===== src/rtl/lcd_bus_writer_if.sv =====
// Byte-request handshake from the upstream producer plus the HD44780-style
// LCD pins driven by lcd_bus_writer.
interface lcd_bus_writer_if;
  // Handshake: a byte moves on a rising edge where in_valid && in_ready.
  // in_ready only rises when the writer is idle. The producer holds in_valid,
  // in_rs and in_data steady until that edge.
  logic       in_valid;
  logic       in_ready;
  logic       in_rs;
  logic [7:0] in_data;
  logic       busy;
  logic       lcd_rs;
  logic       lcd_rw;
  logic       lcd_en;
  logic [7:0] lcd_data;

  modport master (
    output in_valid, in_rs, in_data,
    input  in_ready, busy, lcd_rs, lcd_rw, lcd_en, lcd_data
  );

  modport slave (
    input  in_valid, in_rs, in_data,
    output in_ready, busy, lcd_rs, lcd_rw, lcd_en, lcd_data
  );
endinterface


===== src/rtl/lcd_bus_writer.sv =====
// Writes one byte at a time to a character LCD. It applies the setup, enable,
// hold and execution timing, and adds a longer wait after clear/home commands.
module lcd_bus_writer #(
  parameter int unsigned INIT_CYC      = 1_875_000,
  parameter int unsigned SETUP_CYC     = 5,
  parameter int unsigned EN_HIGH_CYC   = 32,
  parameter int unsigned HOLD_CYC      = 3,
  parameter int unsigned EXEC_CYC      = 5_000,
  parameter int unsigned LONG_EXEC_CYC = 205_000
) (
  input  logic               SYS_clk,
  input  logic               SYS_reset,
  lcd_bus_writer_if.slave    bus,
  output logic [2:0]         dbg_state
);

  typedef enum logic [2:0] {
    S_POWERUP = 3'd0,
    S_IDLE    = 3'd1,
    S_SETUP   = 3'd2,
    S_PULSE   = 3'd3,
    S_HOLD    = 3'd4,
    S_EXEC    = 3'd5
  } state_t;

  localparam logic [20:0] INIT_M1  = 21'(INIT_CYC - 1);
  localparam logic [20:0] SETUP_M1 = 21'(SETUP_CYC - 1);
  localparam logic [20:0] EN_M1    = 21'(EN_HIGH_CYC - 1);
  localparam logic [20:0] HOLD_M1  = 21'(HOLD_CYC - 1);
  localparam logic [20:0] EXEC_M1  = 21'(EXEC_CYC - 1);
  localparam logic [20:0] LONG_M1  = 21'(LONG_EXEC_CYC - 1);

  state_t      state_q, state_d;
  logic [20:0] cnt_q, cnt_d;
  logic        rs_q, rs_d;
  logic [7:0]  data_q, data_d;
  logic        ready_q, ready_d;
  logic        busy_q, busy_d;
  logic        en_q, en_d;
  logic        cnt_zero;
  logic        long_cmd;

  assign cnt_zero = (cnt_q == 21'd0);
  // Clear (0x01) and return-home (0x02/0x03) need the slow execution wait.
  assign long_cmd = !rs_q && (data_q[7:1] == 7'b0000000 || data_q[7:1] == 7'b0000001);

  always_comb begin
    state_d = state_q;
    cnt_d   = cnt_q;
    rs_d    = rs_q;
    data_d  = data_q;
    if (state_q != S_IDLE && !cnt_zero) cnt_d = cnt_q - 21'd1;
    case (state_q)
      S_POWERUP: if (cnt_zero) state_d = S_IDLE;
      S_IDLE: begin
        if (bus.in_valid) begin
          state_d = S_SETUP;
          cnt_d   = SETUP_M1;
          rs_d    = bus.in_rs;
          data_d  = bus.in_data;
        end
      end
      S_SETUP: if (cnt_zero) begin state_d = S_PULSE; cnt_d = EN_M1;   end
      S_PULSE: if (cnt_zero) begin state_d = S_HOLD;  cnt_d = HOLD_M1; end
      S_HOLD: begin
        if (cnt_zero) begin
          state_d = S_EXEC;
          cnt_d   = long_cmd ? LONG_M1 : EXEC_M1;
        end
      end
      S_EXEC: if (cnt_zero) state_d = S_IDLE;
      default: begin
        state_d = S_POWERUP;
        cnt_d   = INIT_M1;
      end
    endcase
    // Outputs follow the next state so every pin comes straight from a flop.
    ready_d = (state_d == S_IDLE);
    busy_d  = (state_d != S_IDLE);
    en_d    = (state_d == S_PULSE);
  end

  always_ff @(posedge SYS_clk) begin
    if (SYS_reset) begin
      state_q <= S_POWERUP;
      cnt_q   <= INIT_M1;
      rs_q    <= 1'b0;
      data_q  <= 8'h00;
      ready_q <= 1'b0;
      busy_q  <= 1'b1;
      en_q    <= 1'b0;
    end else begin
      state_q <= state_d;
      cnt_q   <= cnt_d;
      rs_q    <= rs_d;
      data_q  <= data_d;
      ready_q <= ready_d;
      busy_q  <= busy_d;
      en_q    <= en_d;
    end
  end

  assign bus.in_ready = ready_q;
  assign bus.busy     = busy_q;
  assign bus.lcd_rs   = rs_q;
  assign bus.lcd_rw   = 1'b0;
  assign bus.lcd_en   = en_q;
  assign bus.lcd_data = data_q;
  assign dbg_state    = state_q;

endmodule


===== src/flat_wrapper.sv =====
// flat-port wrapper written by rule: the top's interface ports become plain ports
module lcd_bus_writer_flat 
#(
  parameter int unsigned INIT_CYC      = 1_875_000,
  parameter int unsigned SETUP_CYC     = 5,
  parameter int unsigned EN_HIGH_CYC   = 32,
  parameter int unsigned HOLD_CYC      = 3,
  parameter int unsigned EXEC_CYC      = 5_000,
  parameter int unsigned LONG_EXEC_CYC = 205_000
)
  (SYS_clk, SYS_reset, dbg_state, bus_in_valid, bus_in_rs, bus_in_data, bus_in_ready, bus_busy, bus_lcd_rs, bus_lcd_rw, bus_lcd_en, bus_lcd_data);
  lcd_bus_writer_if bus_i ();
  input  logic SYS_clk;
  input  logic SYS_reset;
  output logic [2:0] dbg_state;
  input wire logic [$bits(bus_i.in_valid)-1:0] bus_in_valid;
  input wire logic [$bits(bus_i.in_rs)-1:0] bus_in_rs;
  input wire logic [$bits(bus_i.in_data)-1:0] bus_in_data;
  output wire logic [$bits(bus_i.in_ready)-1:0] bus_in_ready;
  output wire logic [$bits(bus_i.busy)-1:0] bus_busy;
  output wire logic [$bits(bus_i.lcd_rs)-1:0] bus_lcd_rs;
  output wire logic [$bits(bus_i.lcd_rw)-1:0] bus_lcd_rw;
  output wire logic [$bits(bus_i.lcd_en)-1:0] bus_lcd_en;
  output wire logic [$bits(bus_i.lcd_data)-1:0] bus_lcd_data;
  assign bus_i.in_valid = bus_in_valid;
  assign bus_i.in_rs = bus_in_rs;
  assign bus_i.in_data = bus_in_data;
  assign bus_in_ready = bus_i.in_ready;
  assign bus_busy = bus_i.busy;
  assign bus_lcd_rs = bus_i.lcd_rs;
  assign bus_lcd_rw = bus_i.lcd_rw;
  assign bus_lcd_en = bus_i.lcd_en;
  assign bus_lcd_data = bus_i.lcd_data;
  lcd_bus_writer #(.INIT_CYC(INIT_CYC), .SETUP_CYC(SETUP_CYC), .EN_HIGH_CYC(EN_HIGH_CYC), .HOLD_CYC(HOLD_CYC), .EXEC_CYC(EXEC_CYC), .LONG_EXEC_CYC(LONG_EXEC_CYC)) u_core (.SYS_clk(SYS_clk), .SYS_reset(SYS_reset), .bus(bus_i), .dbg_state(dbg_state));
endmodule

===== config.mk =====
export PLATFORM = sky130hd
export DESIGN_NAME = lcd_bus_writer_flat
export DESIGN_NICKNAME = d
export VERILOG_FILES = /design/src/rtl/lcd_bus_writer_if.sv /design/src/rtl/lcd_bus_writer.sv /design/src/flat_wrapper.sv
export SDC_FILE = /design/constraint.sdc
export NUM_CORES = 1
export LEC_CHECK = 0
export BUFFER_PORTS_ARGS = -buffer_cell sky130_fd_sc_hd__buf_2
export CORE_ASPECT_RATIO = 0.8
export CORE_MARGIN = 1
export CORE_UTILIZATION = 57
export DETAILED_ROUTE_END_ITERATION = 10
export GPL_TIMING_DRIVEN = 0
export PLACE_DENSITY = 0.8
export SYNTH_ARGS = -nofsm -noshare
export SYNTH_HDL_FRONTEND = slang
export SYNTH_SLANG_ARGS = --single-unit

===== constraint.sdc =====
create_clock -name SYS_clk -period 7.43 [get_ports SYS_clk]
set_clock_uncertainty 0.1 [all_clocks]
set_input_delay 0.743 -clock SYS_clk [delete_from_list [all_inputs] [get_ports SYS_clk]]
set_output_delay 0.743 -clock SYS_clk [all_outputs]
set_load 0.005 [all_outputs]

==> results of run 1 <==
==> sequential cells by signal, summed over array words and instances, names as in the netlist <==
register             count
u_core.bus.busy          1
u_core.dbg_state         3
u_core.bus.lcd_data      8
u_core.bus.lcd_en        1
u_core.bus.lcd_rs        1
u_core.bus.in_ready      1
u_core.cnt_q            21
==> power by group through the flow <==
stage	clock network, uW	logic (uW)	registers, uW
5_1_grt	181	17.0	197
2_1_floorplan	0	9.51	200
6_report	171	15.5	196
4_1_cts	174	15.2	196
3_5_place_dp	0	15.1	201
3_3_place_gp	0	15.1	201
==> final timing paths <==
path / end / slack [ns] / depth (start not counted)
min reg2reg: u_core.bus.lcd_data[0]$_SDFFE_PP0P_ / 0.36 / 2
min: u_core.bus.lcd_data[0]$_SDFFE_PP0P_ / 0.36 / 2
max: u_core.cnt_q[2]$_SDFF_PP1_ / 4.53 / 10
max reg2reg: u_core.cnt_q[2]$_SDFF_PP1_ / 4.53 / 10
==> critical path, delay by kind of cell (launching register included) <==
| family | cells | cell delay, ns |
|---|---|---|
| simple gates | 4 | 1.25 |
| compound gates | 2 | 0.25 |
| fa+ha+maj | 1 | 0.16 |
| buf+inv | 3 | 0.60 |
| flops | 1 | 0.35 |
==> area by class of cell <==
cell class | count | area, um2
Buffer | 14 | 68.8
Clock buffer | 5 | 68.8
Clock inverter | 3 | 42.5
Fill cell | 278 | 941
Inverter | 6 | 22.5
Multi-Input combinational cell | 179 | 1060
Sequential cell | 36 | 721
Tap cell | 40 | 50.0
Timing Repair Buffer | 26 | 130
==> routing by layer <==
layer	vias up	global-route usage (%)	routed length, um	share of wire [%]
met3	9	7.76	354	8.0
met5	-	0	0	0
met4	0	8.87	59	1.3
li1	924	-	-	-
met1	873	38.5	2130	48
met2	82	39.1	1890	43
==> synth_stat cells, types with 2 or more instances <==
cell / count
inv_1: 6
clkbuf_1: 6
xnor2_1: 11
or3_1: 11
and2_1: 2
buf_2: 4
a21oi_1: 23
o41ai_1: 2
o211ai_1: 3
dfxtp_1: 36
o221ai_1: 2
a21o_1: 2
a31oi_1: 3
nor4_1: 7
nor3_1: 12
nor2_1: 15
nand3_1: 6
nand2_1: 31
buf_4: 3
o21ai_0: 7
or4_1: 2
o21ai_1: 11
o31a_1: 3
==> metrics by stage <==
step | util, % | cells | power, uW | setup slack (ns)
final | 69.7 | 309 | 383 | 4.53
after global routing | 69.7 | 309 | 394 | 4.35
after CTS | 69.7 | 309 | 385 | 4.55
after detailed placement | 66.1 | 301 | 216 | 4.57
after global placement | 66.1 | 301 | 216 | 4.61
after floorplan | - | 235 | 210 | 4.77
==> cells by family (layout without fill, tap and decap cells) <==
family	Yosys count	count (layout)	synth area share [%]
muxes	1	1	0.534
AOI/OAI and AO/OA	67	67	23.8
DFF	36	36	38.4
buffers and inverters	20	54	4.87
other	1	1	0.200
xor gates and xnor gates	11	11	5.14
and+or+nand+nor	98	98	26.4
adders and majority gates	1	1	0.667
==> results by group, run 1 <==
CTS
  • Postcts setup bufs: 0
  • Clock latency on the worst-skew pair: 0.29 ns
  • H-tree levels: 2
  • # hold bufs at CTS: 0
  • Resized cells post-CTS: 0
  • CTS Buffer Depth: 2
  • Root Driver: clkbuf_8
  • Worst-path clk slew: 0.07 ns
  • CTS Sinks: 36
  • CTS tree: yes
  • CTS Buf Count: 5

Floorplan
  • Number of top-level pins: 28
  • Area of the die: 0.00353 mm2
  • Core ar.: 0.00311 mm2
  • Rows: 18
  • Initial core utilization: 60.3%
  • Die width: 66.1 um
  • Die height: 53.3 um

Detailed routing
  • DRT Wirelength: 4440 um
  • Vias: 1,888
  • Detail Route Antenna Nets: 0
  • Per-cell routed wire length: 14.4 um
  • Initial drt markers: 245
  • Vias per cell: 6.11
  • DRT Pass-1 Iters: 4
  • DRC Markers: 0

Placed design
  • Post-DP Area: 0.00206 mm2
  • PortBufs: 26
  • Routability-driven placement congestion ratio: 0.909
  • Post-DP HPWL: 3110 um

Timing
  • Fin crit period: 2.90 ns
  • Endpoints failing setup: 0
  • WHS: 0.360 ns
  • Slew @ Worst Pin: 1.15 ns
  • Tcrit/Tclk final: 39.0%
  • Final Max Tran Viols: 0
  • F_max: 0.345 GHz
  • Max-slew headroom: 22.5%
  • RSZ-0062 raised after global routing: no
  • Setup_tns: 0 ns
  • Final hold vios: 0

Final layout
  • Layout cells sized above 1: 18.2%
  • Most frequent cells in the layout: dfxtp_1 (36), nand2_1 (31), buf_2 (30), a21oi_1 (23), nor2_1 (15)
  • Diodes inserted: 0
  • Most common cell after layout, fill and taps aside: dfxtp_1
  • NumNets Final: 281
  • Design area: 0.00217 mm2
  • Area Overhead vs Synth: 15.5%

Flow run
  • Max Cap Viol: 0

GRT
  • GRT overflow: 0
  • Vias in the first global route: 1,472
  • Initial antenna violation count: 0
  • Tot GR Track Use: 27.2%
  • Largest net degree at the start of global routing: 13
  • First-pass GRT wire length: 7060 um

Synth
  • Async S/R FF share, synth: 0%
  • Top FF cell, synth: dfxtp_1
  • Yosys cell types: 50
  • Total number of yosys warnings: 0
  • Synthesized instance count: 235
  • Syn_area_per_cell: 7.98 um2
  • Synth top area share: 38.4%
  • Syn_nets: 248
  • Sequential area share after synthesis: 38.4%
  • Post-Synthesis Cell Area: 0.00188 mm2
  • Post-synth EDFFs: 0
  • Post-synth top area cell: dfxtp_1
  • Dominant cells by area after synthesis: dfxtp_1 (38%), nand2_1 (6.2%), a21oi_1 (6.1%)
  • Seq cells post-synth: 36

Hold path
  • Hold Crit Class: register to register
  • Worst hold path startpoint: u_core.bus.lcd_data[0]$_SDFFE_PP0P_

Power
  • Gate power share: 4.0%
  • Pwr/cell area: 177 mW/mm2
  • Leak: 0.000824 uW
  • P_int: 300 uW
  • Worst VDD drop: 0.000156 V
  • Switching Fraction: 21.7%
  • Power share of the clock group: 44.7%
  • Psw: 83.3 uW
  • Flop pwr share: 51.2%

Setup path
  • Setup crit end kind: register
  • Crit path DAT: 2.91 ns
  • Slowest CP cell: nor3_2
  • Slowest Stage Delay on Critical Path: 0.46 ns
  • Origin of the worst setup path: u_core.cnt_q[0]$_SDFF_PP1_
  • RR Startpoint: u_core.cnt_q[0]$_SDFF_PP1_
  • Startpoint Class: register
  • Critical path class: register to register
  • Crit-path cells: inv_1 -> ha_1 -> or3b_1 -> or3_1 -> buf_4 -> nor3_2 -> buf_2 -> nor3_1 -> a21oi_1 -> o2111ai_1
  • Required time worst endpoint: 7.44 ns
  • Critical path fanouts, max: 10

Status
  • Outcome: finished, final reports clean
Note: power is estimated with default switching activity, not from simulation.
==> inputs of run 2 (changes only) <==
--- a/config.mk
+++ b/config.mk
@@ -8,10 +8,10 @@
 export BUFFER_PORTS_ARGS = -buffer_cell sky130_fd_sc_hd__buf_2
 export CORE_ASPECT_RATIO = 0.8
 export CORE_MARGIN = 1
-export CORE_UTILIZATION = 57
+export CORE_UTILIZATION = 56
 export DETAILED_ROUTE_END_ITERATION = 10
 export GPL_TIMING_DRIVEN = 0
-export PLACE_DENSITY = 0.8
+export PLACE_DENSITY = 0.79
 export SYNTH_ARGS = -nofsm -noshare
 export SYNTH_HDL_FRONTEND = slang
 export SYNTH_SLANG_ARGS = --single-unit
==> constraint.sdc (replaced) <==
create_clock -name SYS_clk -period 3 [get_ports SYS_clk]
set_clock_uncertainty 0.1 [all_clocks]
set_input_delay 0.3 -clock SYS_clk [delete_from_list [all_inputs] [get_ports SYS_clk]]
set_output_delay 0.3 -clock SYS_clk [all_outputs]
set_load 0.005 [all_outputs]
==> results by group, run 2 (synthesis gave the netlist of run 1 again) <==
CTS
  • CTS tree: yes
  • CTS Sinks: 36
  • CTS Buffer Depth: 2
  • Clock latency on the worst-skew pair: 0.29 ns
  • H-tree levels: 2
  • Postcts setup bufs: 0
  • Root Driver: clkbuf_8
  • CTS Buf Count: 5
  • Worst-path clk slew: 0.08 ns

Timing
  • Slew @ Worst Pin: 1.19 ns
  • Final hold vios: 0
  • Final Max Tran Viols: 0
  • Fin crit period: 2.84 ns
  • Tcrit/Tclk final: 94.7%
  • WHS: 0.141 ns
  • F_max: 0.352 GHz
  • Endpoints failing setup: 0
  • Max-slew headroom: 20.0%

Detailed routing
  • DRC Markers: 0
  • Per-cell routed wire length: 14.4 um
  • Detail Route Antenna Nets: 0
  • DRT Wirelength: 4440 um
  • DRT Pass-1 Iters: 5
  • Initial drt markers: 228
  • Vias: 1,873
  • Vias per cell: 6.06

Final layout
  • Layout cells sized above 1: 19.0%
  • Most frequent cells in the layout: dfxtp_1 (35), nand2_1 (31), buf_2 (29), a21oi_1 (23), nor2_1 (15)
  • Max reg flops: 21
  • Sequential Area: 722 um2
  • Fillcell total: 267
  • NumNets Final: 281
  • Area taken by multi-input logic gates: 0.00107 mm2
  • Most common cell after layout, fill and taps aside: dfxtp_1
  • Diodes inserted: 0
  • Area Overhead vs Synth: 16.2%
  • Most flops, register: u_core.cnt_q

Setup path
  • RR Startpoint: u_core.cnt_q[0]$_SDFF_PP1_
  • Critical path fanouts, max: 10
  • R2R Path End: u_core.cnt_q[7]$_SDFF_PP0_
  • Reg2Reg Setup Slack: 0.16 ns
  • Startpoint Class: register
  • Critical path class: register to register
  • Crit path DAT: 2.93 ns
  • Worst Reg-to-Reg Cells: 10
  • Required time worst endpoint: 3.09 ns
  • Setup crit end kind: register

GRT
  • Tot GR Track Use: 28.2%
  • First-pass GRT wire length: 7370 um
  • Vias in the first global route: 1,540
  • GRT overflow: 0
  • Initial antenna violation count: 0
  • Largest net degree at the start of global routing: 13

Floorplan
  • Rows: 18
  • Die height: 53.8 um
  • Area of the die: 0.00359 mm2
  • Number of top-level pins: 28
  • Initial core utilization: 59.9%
  • Die width: 66.7 um
  • Core ar.: 0.00313 mm2

Power
  • Flop pwr share: 51.3%
  • Switching Fraction: 21.7%
  • Leak: 0.000841 uW
  • Psw: 206 uW
  • Worst VDD drop: 0.000426 V
  • Tot Pwr: 949 uW
  • Pwr/cell area: 435 mW/mm2
  • Power share of the clock group: 44.6%
  • P_int: 743 uW
  • Gate power share: 4.1%

Hold path
  • Hold depth: 3
  • Hold endpoint: u_core.bus.lcd_data[7]$_SDFFE_PP0P_
  • Worst hold path startpoint: bus_in_data[7]
  • Hold Crit Class: input pin to register

Status
  • Outcome: finished, final reports clean

Placed design
  • Routability-driven placement congestion ratio: 0.880
  • Post-DP HPWL: 3140 um
  • PortBufs: 26

Flow run
  • Max Cap Viol: 0
-- run 2: metal layers --
| metal | GRT usage, % | routed length [um] | up-vias |
|---|---|---|---|
| li1 | - | - | 925 |
| met5 | 0 | 0 | - |
| met1 | 41.5 | 2270 | 848 |
| met4 | 6.74 | 55 | 0 |
| met2 | 40.1 | 1760 | 91 |
| met3 | 8.26 | 363 | 9 |
-- run 2: how the worst max path moves through the flow --
stage / start / endpoint / slack (ns) / cells after the start
2_1_floorplan: u_core.cnt_q[0]$_SDFF_PP1_ / u_core.cnt_q[7]$_SDFF_PP0_ / 0.34 / 10
3_3_place_gp: u_core.cnt_q[0]$_SDFF_PP1_ / u_core.cnt_q[19]$_SDFF_PP1_ / 0.17 / 10
3_5_place_dp: u_core.cnt_q[0]$_SDFF_PP1_ / u_core.cnt_q[19]$_SDFF_PP1_ / 0.14 / 10
4_1_cts: u_core.cnt_q[0]$_SDFF_PP1_ / u_core.cnt_q[19]$_SDFF_PP1_ / 0.12 / 10
5_1_grt: u_core.cnt_q[0]$_SDFF_PP1_ / u_core.cnt_q[7]$_SDFF_PP0_ / -0.004 / 10
6_report: u_core.cnt_q[0]$_SDFF_PP1_ / u_core.cnt_q[7]$_SDFF_PP0_ / 0.16 / 10
-- run 2: cell type report --
class / count / area share (%)
clock buffers: 5 / 3.16
repair buffers: 26 / 5.97
multi-input cells: 179 / 49.2
inverters: 6 / 1.03
clock inverters: 3 / 1.95
well taps: 40 / 2.30
flip-flops and latches: 36 / 33.1
plain buffers: 14 / 3.27
-- run 2: repair_timing --
action                                  CTS  global route
endpoints found under the setup margin    0            17
hold buffers                              0             0
gates resized for setup                   0             4
-- run 2: power groups by stage --
stage | Combinational (uW) | Clock, uW | Sequential, uW
after floorplan | 23.5 | 0 | 496
after global placement | 37.9 | 0 | 497
after detailed placement | 38.2 | 0 | 497
after CTS | 38.3 | 428 | 486
after global routing | 44.0 | 455 | 487
final | 39.3 | 423 | 487
-- run 2: worst max-delay path: stages (launching register included) --
cell and delay (ns):
dfxtp_2 0.35, inv_1 0.08, ha_1 0.16, or3b_4 0.39, or3_1 0.32, buf_4 0.19
or3_1 0.38, buf_4 0.18, mux2i_1 0.12, o31a_1 0.14, a2111oi_2 0.33
-- run 2: per-stage QoR --
stage | std cells | setup TNS, ns | utilization, % | cell area, um2 | setup slack (ns)
3_5_place_dp | 301 | 0 | 65.7 | 2060 | 0.139
6_report | 309 | 0 | 69.6 | 2180 | 0.159
3_3_place_gp | 301 | 0 | 65.7 | 2060 | 0.174
4_1_cts | 309 | 0 | 69.2 | 2170 | 0.122
2_1_floorplan | 235 | 0 | - | 1880 | 0.339
5_1_grt | 309 | -0.00394 | 69.6 | 2180 | -0.00394
